`config.mk`:
```
export PLATFORM = sky130hd
export DESIGN_NAME = booth_r8_seq_ctrl
export DESIGN_NICKNAME = d
export VERILOG_FILES = /design/src/rtl/booth_r8_seq_ctrl.sv
export SDC_FILE = /design/constraint.sdc
export NUM_CORES = 1
export LEC_CHECK = 0
export CAP_MARGIN = 15
export CORE_MARGIN = 2
export CORE_UTILIZATION = 62
export DETAILED_ROUTE_END_ITERATION = 10
export DONT_BUFFER_PORTS = 1
export GPL_TIMING_DRIVEN = 1
export HOLD_SLACK_MARGIN = 0.02
export PLACE_DENSITY_LB_ADDON = 0.12
export SETUP_SLACK_MARGIN = 0.3
export SLEW_MARGIN = 20
export SYNTH_ARGS = -nofsm -noshare
export SYNTH_HDL_FRONTEND = slang
export SYNTH_SLANG_ARGS = --single-unit
```
`constraint.sdc`:
```
create_clock -name clk -period 12.2 [get_ports clk]
set_input_delay 2.44 -clock clk [delete_from_list [all_inputs] [get_ports clk]]
set_output_delay 2.44 -clock clk [all_outputs]
set_load 0.005 [all_outputs]
```
`src/rtl/booth_r8_seq_ctrl.sv`:
```
// Sequential radix-8 Booth multiplier, 16x16 signed -> 32-bit signed product.
// One Booth digit per cycle over six ACC cycles; result held until the consumer takes it.
module booth_r8_seq_ctrl (
  input  logic        clk,
  input  logic        rst_n,
  input  logic        in_valid,
  output logic        in_ready,
  input  logic [15:0] A,
  input  logic [15:0] B,
  output logic        out_valid,
  input  logic        out_ready,
  output logic [31:0] product,
  output logic        busy,
  output logic [2:0]  digit_idx
);

  // Handshake: a transfer happens on a rising edge where valid && ready;
  // in_ready is high only in IDLE, out_valid holds until out_ready in DONE.

  localparam logic [1:0] IDLE = 2'd0;
  localparam logic [1:0] ACC  = 2'd1;
  localparam logic [1:0] DONE = 2'd2;

  logic [1:0]  state;
  logic [15:0] a_q;
  logic [15:0] b_q;
  logic [33:0] acc;
  logic [2:0]  k;

  logic [18:0] b_ext;
  logic [4:0]  shamt;
  logic [3:0]  code;
  logic [18:0] a_x1, a_x2, a_x3, a_x4;
  logic [18:0] pp;
  logic [33:0] addend;
  logic [33:0] acc_next;

  assign in_ready  = (state == IDLE);
  assign busy      = (state != IDLE);
  assign digit_idx = (state == ACC) ? k : 3'd0;

  // b_ext[j+1] holds B[j]; bit 0 is the implicit B[-1] = 0.
  assign b_ext = {b_q[15], b_q[15], b_q, 1'b0};
  assign shamt = ({2'b00, k} << 1) + {2'b00, k};

  always_comb begin
    code = 4'b0000;
    case (k)
      3'd0: code = b_ext[3:0];
      3'd1: code = b_ext[6:3];
      3'd2: code = b_ext[9:6];
      3'd3: code = b_ext[12:9];
      3'd4: code = b_ext[15:12];
      3'd5: code = b_ext[18:15];
      default: code = 4'b0000;
    endcase
  end

  // 19 bits so that -4 * -32768 = +131072 stays representable.
  assign a_x1 = {{3{a_q[15]}}, a_q};
  assign a_x2 = a_x1 << 1;
  assign a_x4 = a_x1 << 2;
  assign a_x3 = a_x1 + a_x2;

  always_comb begin
    pp = '0;
    case (code)
      4'b0001, 4'b0010: pp = a_x1;
      4'b0011, 4'b0100: pp = a_x2;
      4'b0101, 4'b0110: pp = a_x3;
      4'b0111:          pp = a_x4;
      4'b1000:          pp = -a_x4;
      4'b1001, 4'b1010: pp = -a_x3;
      4'b1011, 4'b1100: pp = -a_x2;
      4'b1101, 4'b1110: pp = -a_x1;
      default:          pp = '0;
    endcase
  end

  assign addend   = {{15{pp[18]}}, pp} << shamt;
  assign acc_next = acc + addend;

  always_ff @(posedge clk or negedge rst_n) begin
    if (!rst_n) begin
      state     <= IDLE;
      a_q       <= '0;
      b_q       <= '0;
      acc       <= '0;
      k         <= '0;
      product   <= '0;
      out_valid <= 1'b0;
    end else begin
      case (state)
        IDLE: begin
          if (in_valid) begin
            a_q   <= A;
            b_q   <= B;
            acc   <= '0;
            k     <= '0;
            state <= ACC;
          end
        end
        ACC: begin
          acc <= acc_next;
          if (k == 3'd5) begin
            k         <= '0;
            product   <= acc_next[31:0];
            out_valid <= 1'b1;
            state     <= DONE;
          end else begin
            k <= k + 3'd1;
          end
        end
        DONE: begin
          if (out_ready) begin
            out_valid <= 1'b0;
            state     <= IDLE;
          end
        end
        default: begin
          state     <= IDLE;
          out_valid <= 1'b0;
        end
      endcase
    end
  end

endmodule
```
# Word level (Yosys, flattened, before mapping)

Index checks and enable logic that the tools add are counted.

Output and inout port bits: 38
Logic and storage cells: 71
Bits in registers: 104

Eq/ne operators: 24
Shift operators: 1
Multiplexer cells: 15
Add/subtract/negate cells: 8
Bitwise logic cells: 1
Reduce and logical (&&, ||, !) cells: 15

Operators by type and width:

| kind                                                | number |
|---|---|
| one-hot mux 19 bit (8 select lines)                 | 1 |
| negator 19 bit                                      | 4 |
| one-hot mux 34 bit (2 select lines)                 | 1 |
| adder 34 bit                                        | 1 |
| 2-to-1 mux 34 bit                                   | 1 |
| << shifter 34 x 5 -> 34 bit                         | 1 |
| equality test 4 bit, second input constant          | 7 |
| one-hot mux 4 bit (6 select lines)                  | 1 |
| adder 16 x 17 -> 18 bit                             | 1 |
| equality test 4 x 3 -> 1 bit, second input constant | 4 |
| OR reduction 2 bit                                  | 6 |
| 2-to-1 mux 3 bit                                    | 3 |
| equality test 4 x 2 -> 1 bit, second input constant | 2 |
| equality test 3 x 2 -> 1 bit, second input constant | 2 |
| equality test 3 bit, second input constant          | 2 |
| 2-to-1 mux 2 bit                                    | 3 |
| one-hot mux 2 bit (3 select lines)                  | 1 |
| one-hot mux 3 bit (2 select lines)                  | 1 |
| AND reduction 2 bit                                 | 3 |
| AND reduction 3 bit                                 | 2 |
| adder 4 x 3 -> 5 bit                                | 1 |
| equality test 4 x 1 -> 1 bit, second input constant | 1 |
| != test 2 bit, second input constant                | 2 |
| nonzero test 2 bit                                  | 2 |
| 10 further kinds                                    | 11 |

# Logic depth before layout (Yosys ltp)

Depth after elaboration: 8
Mapped depth: 34

# Worst setup path after synthesis

Ideal clock, no wire load.

Path type: reg-to-reg
From: register k[0]
To: register acc[30]
Stages on the path, launching flop included: 32
Arrival time: 6.598 ns
Library setup time: 0.138 ns
Clock period less this slack: 6.737 ns
Setup slack: 5.463 ns
Path buffers: 2
Cell sequence: dfrtp_1 inv_1 clkbuf_1 clkbuf_1 ha_1 nor2b_1 a222oi_1 a211oi_1 a22o_1 a32oi_1 nand3_1 a211o_1 o21ai_0 mux2i_1 mux2i_1 nor2_1 a21oi_1 nor2_1 ha_1 a21o_1 a21o_1 a21oi_1 o21ai_0 and2_1 a221o_1 a21boi_0 a32o_1 o21ai_0 o41ai_1 o21ai_0 xnor2_1 o22ai_1

Cells in the longest elaborated chain, start to end: 8
Elaborated cells on any way between the ends: 32
Those cells by class: 2 x add/sub; 19 x eq/ne; 1 x shift; 3 x mux; 7 x reduce/logical

Ends and longest elaborated chain:

| what                                        | RTL line | RTL |
|---|---|---|
| start, declared                             | 28       | `logic [2:0] k;` |
| start signal, assigned                      | 111      | `k <= k + 3'd1;` |
| equality test 3 bit (tied with other cells) | 48       | `case (k)` |
| one-hot mux 4 bit (6 select lines)          | 48       |  |
| equality test 4 bit (tied with other cells) | 67       | `case (code)` |
| OR reduction 2 bit                          | 67       |  |
| one-hot mux 19 bit (8 select lines)         | 67       |  |
| << shifter 34 x 5 -> 34 bit *               | 80       | `assign addend = {{15{pp[18]}}, pp} << shamt;` |
| adder 34 bit *                              | 81       | `assign acc_next = acc + addend;` |
| one-hot mux 34 bit (2 select lines) *       | 93       | `case (state)` |
| end signal, assigned                        | 104      | `acc <= acc_next;` |
| end, declared                               | 27       | `logic [33:0] acc;` |

Mark *: on every way between the ends. The rest lies on a longest branch, timed or not.
A chain may end at the register's enable or synchronous reset.

# Final worst setup path

From: register k[0]
To: register product[31]

Cells in the longest elaborated chain, start to end: 7
Elaborated cells on any way between the ends: 32
Those cells by class: 2 x add/sub; 19 x eq/ne; 1 x shift; 2 x mux; 8 x reduce/logical

Ends and longest elaborated chain:

| what                                        | RTL line | RTL |
|---|---|---|
| equality test 3 bit (tied with other cells) | 48, 105  |  |
| one-hot mux 4 bit (6 select lines)          | 48       |  |
| equality test 4 bit (tied with other cells) | 67       |  |
| OR reduction 2 bit                          | 67       |  |
| one-hot mux 19 bit (8 select lines)         | 67       |  |
| << shifter 34 x 5 -> 34 bit                 | 80       |  |
| adder 34 bit                                | 81       |  |
| end signal, assigned                        | 107      | `product <= acc_next[31:0];` |
| end, declared                               | 12       | `output logic [31:0] product,` |

Parallel ways exist; a longest one is shown, timed or not.

==> metrics.csv <==
metric,value,unit
outcome,completed,
avgSynthCellArea,7.908,um^2
worstReg2RegStart,k[0],
core-area,15890,um^2
clock_latency,370,ps
setup_violations,0,
fin_nets,1340,
fin_crit_sh,0.7450,
grt-ovfl-total,0,
fmax,110.0,MHz
rows,46,
place_area,10160,um^2
dieHeight,131.6,um
ctsHoldBuffers,0,
startpoint_type,register,
cp_data_required_time,12440,ps
clock_path_buffers,2,
antenna_found_initial,0,
seq_area,2552,um^2
instances_no_fill,1453,
final_hold_viol_count,0,
synth_top_cell_area_share,0.2529,
cts_inserted_buffers,9,
synth_cell_types,89,
path_class,reg -> reg,
areaGrowthSynthToFinish,4.141,%
cts_root_buf,clkbuf_16,
yosys_register_bits,102,
worst_path_max_delay_cell,a222oi_1,
numPortBuffers,0,
htree_levels,3,
synth_common_cells,"nand2_1 (176), o21ai_0 (133), dfrtp_1 (102), nor2_1 (100), a21oi_1 (81)",
cp.arrival,9330,ps
end_kind,register,
route.detailed.drc,0,
synth_edf_count,0,
seq_area_frac_synth,0.2529,
fillers,1369,
drive_gt1_frac,0.07114,
synthesis.nets,1384,
syn_area,10090,um^2
crit_start,k[0],
synthTopCellsByArea,"dfrtp_1 (25%), ha_1 (8.6%), o21ai_0 (6.6%), nand2_1 (6.5%), a21oi_1 (4.0%)",
wirelength,30910,um
ctsResizeCount,0,
synthCells,1276,
slowest_delay,990,ps
dieWidth,131.6,um
cts_setup_buffers,0,
multi_input_area,7091,um^2
tns,0,ps
finalClockSkew,14.95,ps
fp.dieArea,17310,um^2
grt_pass1_wl,50550,um
ant_nets,0,
synth_flop_cell,dfrtp_1,
io_pins,74,
clock_sinks,102,
synth-async-reset-ratio,1.000,
wl_per_cell,21.27,um
yosysMostFrequentCell,nand2_1,
synth_top_cell_by_area,dfrtp_1,
avgViaCountPerCell,6.939,
fin_area,10510,um^2
ys_warn_count,0,
path_buf_inv,1,
antenna_cells,0,
drt-pass1-iter-count,6,
relSlewSlack,0.2229,
grt_util_all_layers,0.3585,
maxSlewViolCount,0,
place_inst,1437,
critical_path.top_delay_family,compound AO/OA/AOI/OAI gates,
holdCritStartpoint,acc[23],
cts_tree,done,
grt_max_degree,103,
grt_pass1_vias,9408,
initialDrtViolationCount,1364,
path_clk_slew,80,ps
initial_utilization,0.6352,
tightest_slew,1166,ps
post-dp-hpwl,22640,um
gp_congestion,0.9895,
maxCapViolCount,0,
worstPathMaxFanout,23,
finalCriticalPeriod,9089,ps
rsz0062_at_grt,no,
route.vias.total,10083,
hp-class,reg -> reg,
cell families (layout without fill, tap and decap cells):
logic type                 count (synthesis)  count (layout)  share of synthesized area
AOI/OAI and AO/OA                        455             455                     0.3017
and+or+nand+nor                          421             421                     0.1874
buffers and inverters                    110              71                    0.04575
DFF                                      102             102                     0.2529
adders and majority gates                 72              72                    0.09151
xor gates and xnor gates                  66              66                    0.05865
muxes                                     50              50                    0.06212
sequential cells by signal, summed over array words and instances (netlist names):
signal / cells
acc: 32
product: 32
a_q: 16
b_q: 16
k: 3
state: 2
out_valid: 1
worst min-delay path, cell delays in order (launching register included):
cell	delay, ps
dfrtp_1	350
nand2_1	50
nand2_1	50
placed cells by master (no fill, tap or decap), drive strengths merged, types with 15 or more instances in the layout:
cell,instances
nand2,176
o21ai,136
dfrtp,102
nor2,100
a21oi,82
ha,69
xnor2,44
inv,43
nand3,40
mux2,28
nor3,25
o22ai,24
xor2,21
o211ai,20
a31oi,19
a211oi,19
mux2i,15
routing by layer:
| layer | vias to the layer above | part of all wire | GRT usage |
|---|---|---|---|
| met5 | - | 0 | 0 |
| met4 | 0 | 0.026 | 0.1033 |
| met3 | 81 | 0.098 | 0.07755 |
| met2 | 567 | 0.42 | 0.5175 |
| met1 | 4772 | 0.45 | 0.5371 |
| li1 | 4663 | - | - |
through the flow:
stage | hold WS, ps | setup WS [ps] | utilization
2_1_floorplan | 452.4 | 5463 | -
3_3_place_gp | 465.8 | 3670 | 0.6397
3_5_place_dp | 471.5 | 3522 | 0.6397
4_1_cts | 489.0 | 3420 | 0.6611
5_1_grt | 524.6 | 2518 | 0.6615
6_report | 486.6 | 3111 | 0.6615
area by class of cell:
| class | count | area share |
|---|---|---|
| Multi-Input combinational cell | 1064 | 0.6747 |
| Sequential cell | 102 | 0.2429 |
| Tap cell | 216 | 0.02572 |
| Clock buffer | 9 | 0.02143 |
| Inverter | 42 | 0.01500 |
| Clock inverter | 7 | 0.01095 |
| Timing Repair Buffer | 13 | 0.009287 |
worst paths after layout:
kind / to / slack, ps / cells after the start
max: product[31] / 3110 / 27
min: acc[23] / 490 / 2
max reg2reg: product[31] / 3110 / 27
min reg2reg: acc[23] / 490 / 2
max in group asynchronous: b_q[9] / 10180 / 0
min in group asynchronous: a_q[5] / 1770 / 0
Power is left out: the tool's default activity adds up to more than one toggle a clock period on the data nets, which glitch-free logic cannot reach.
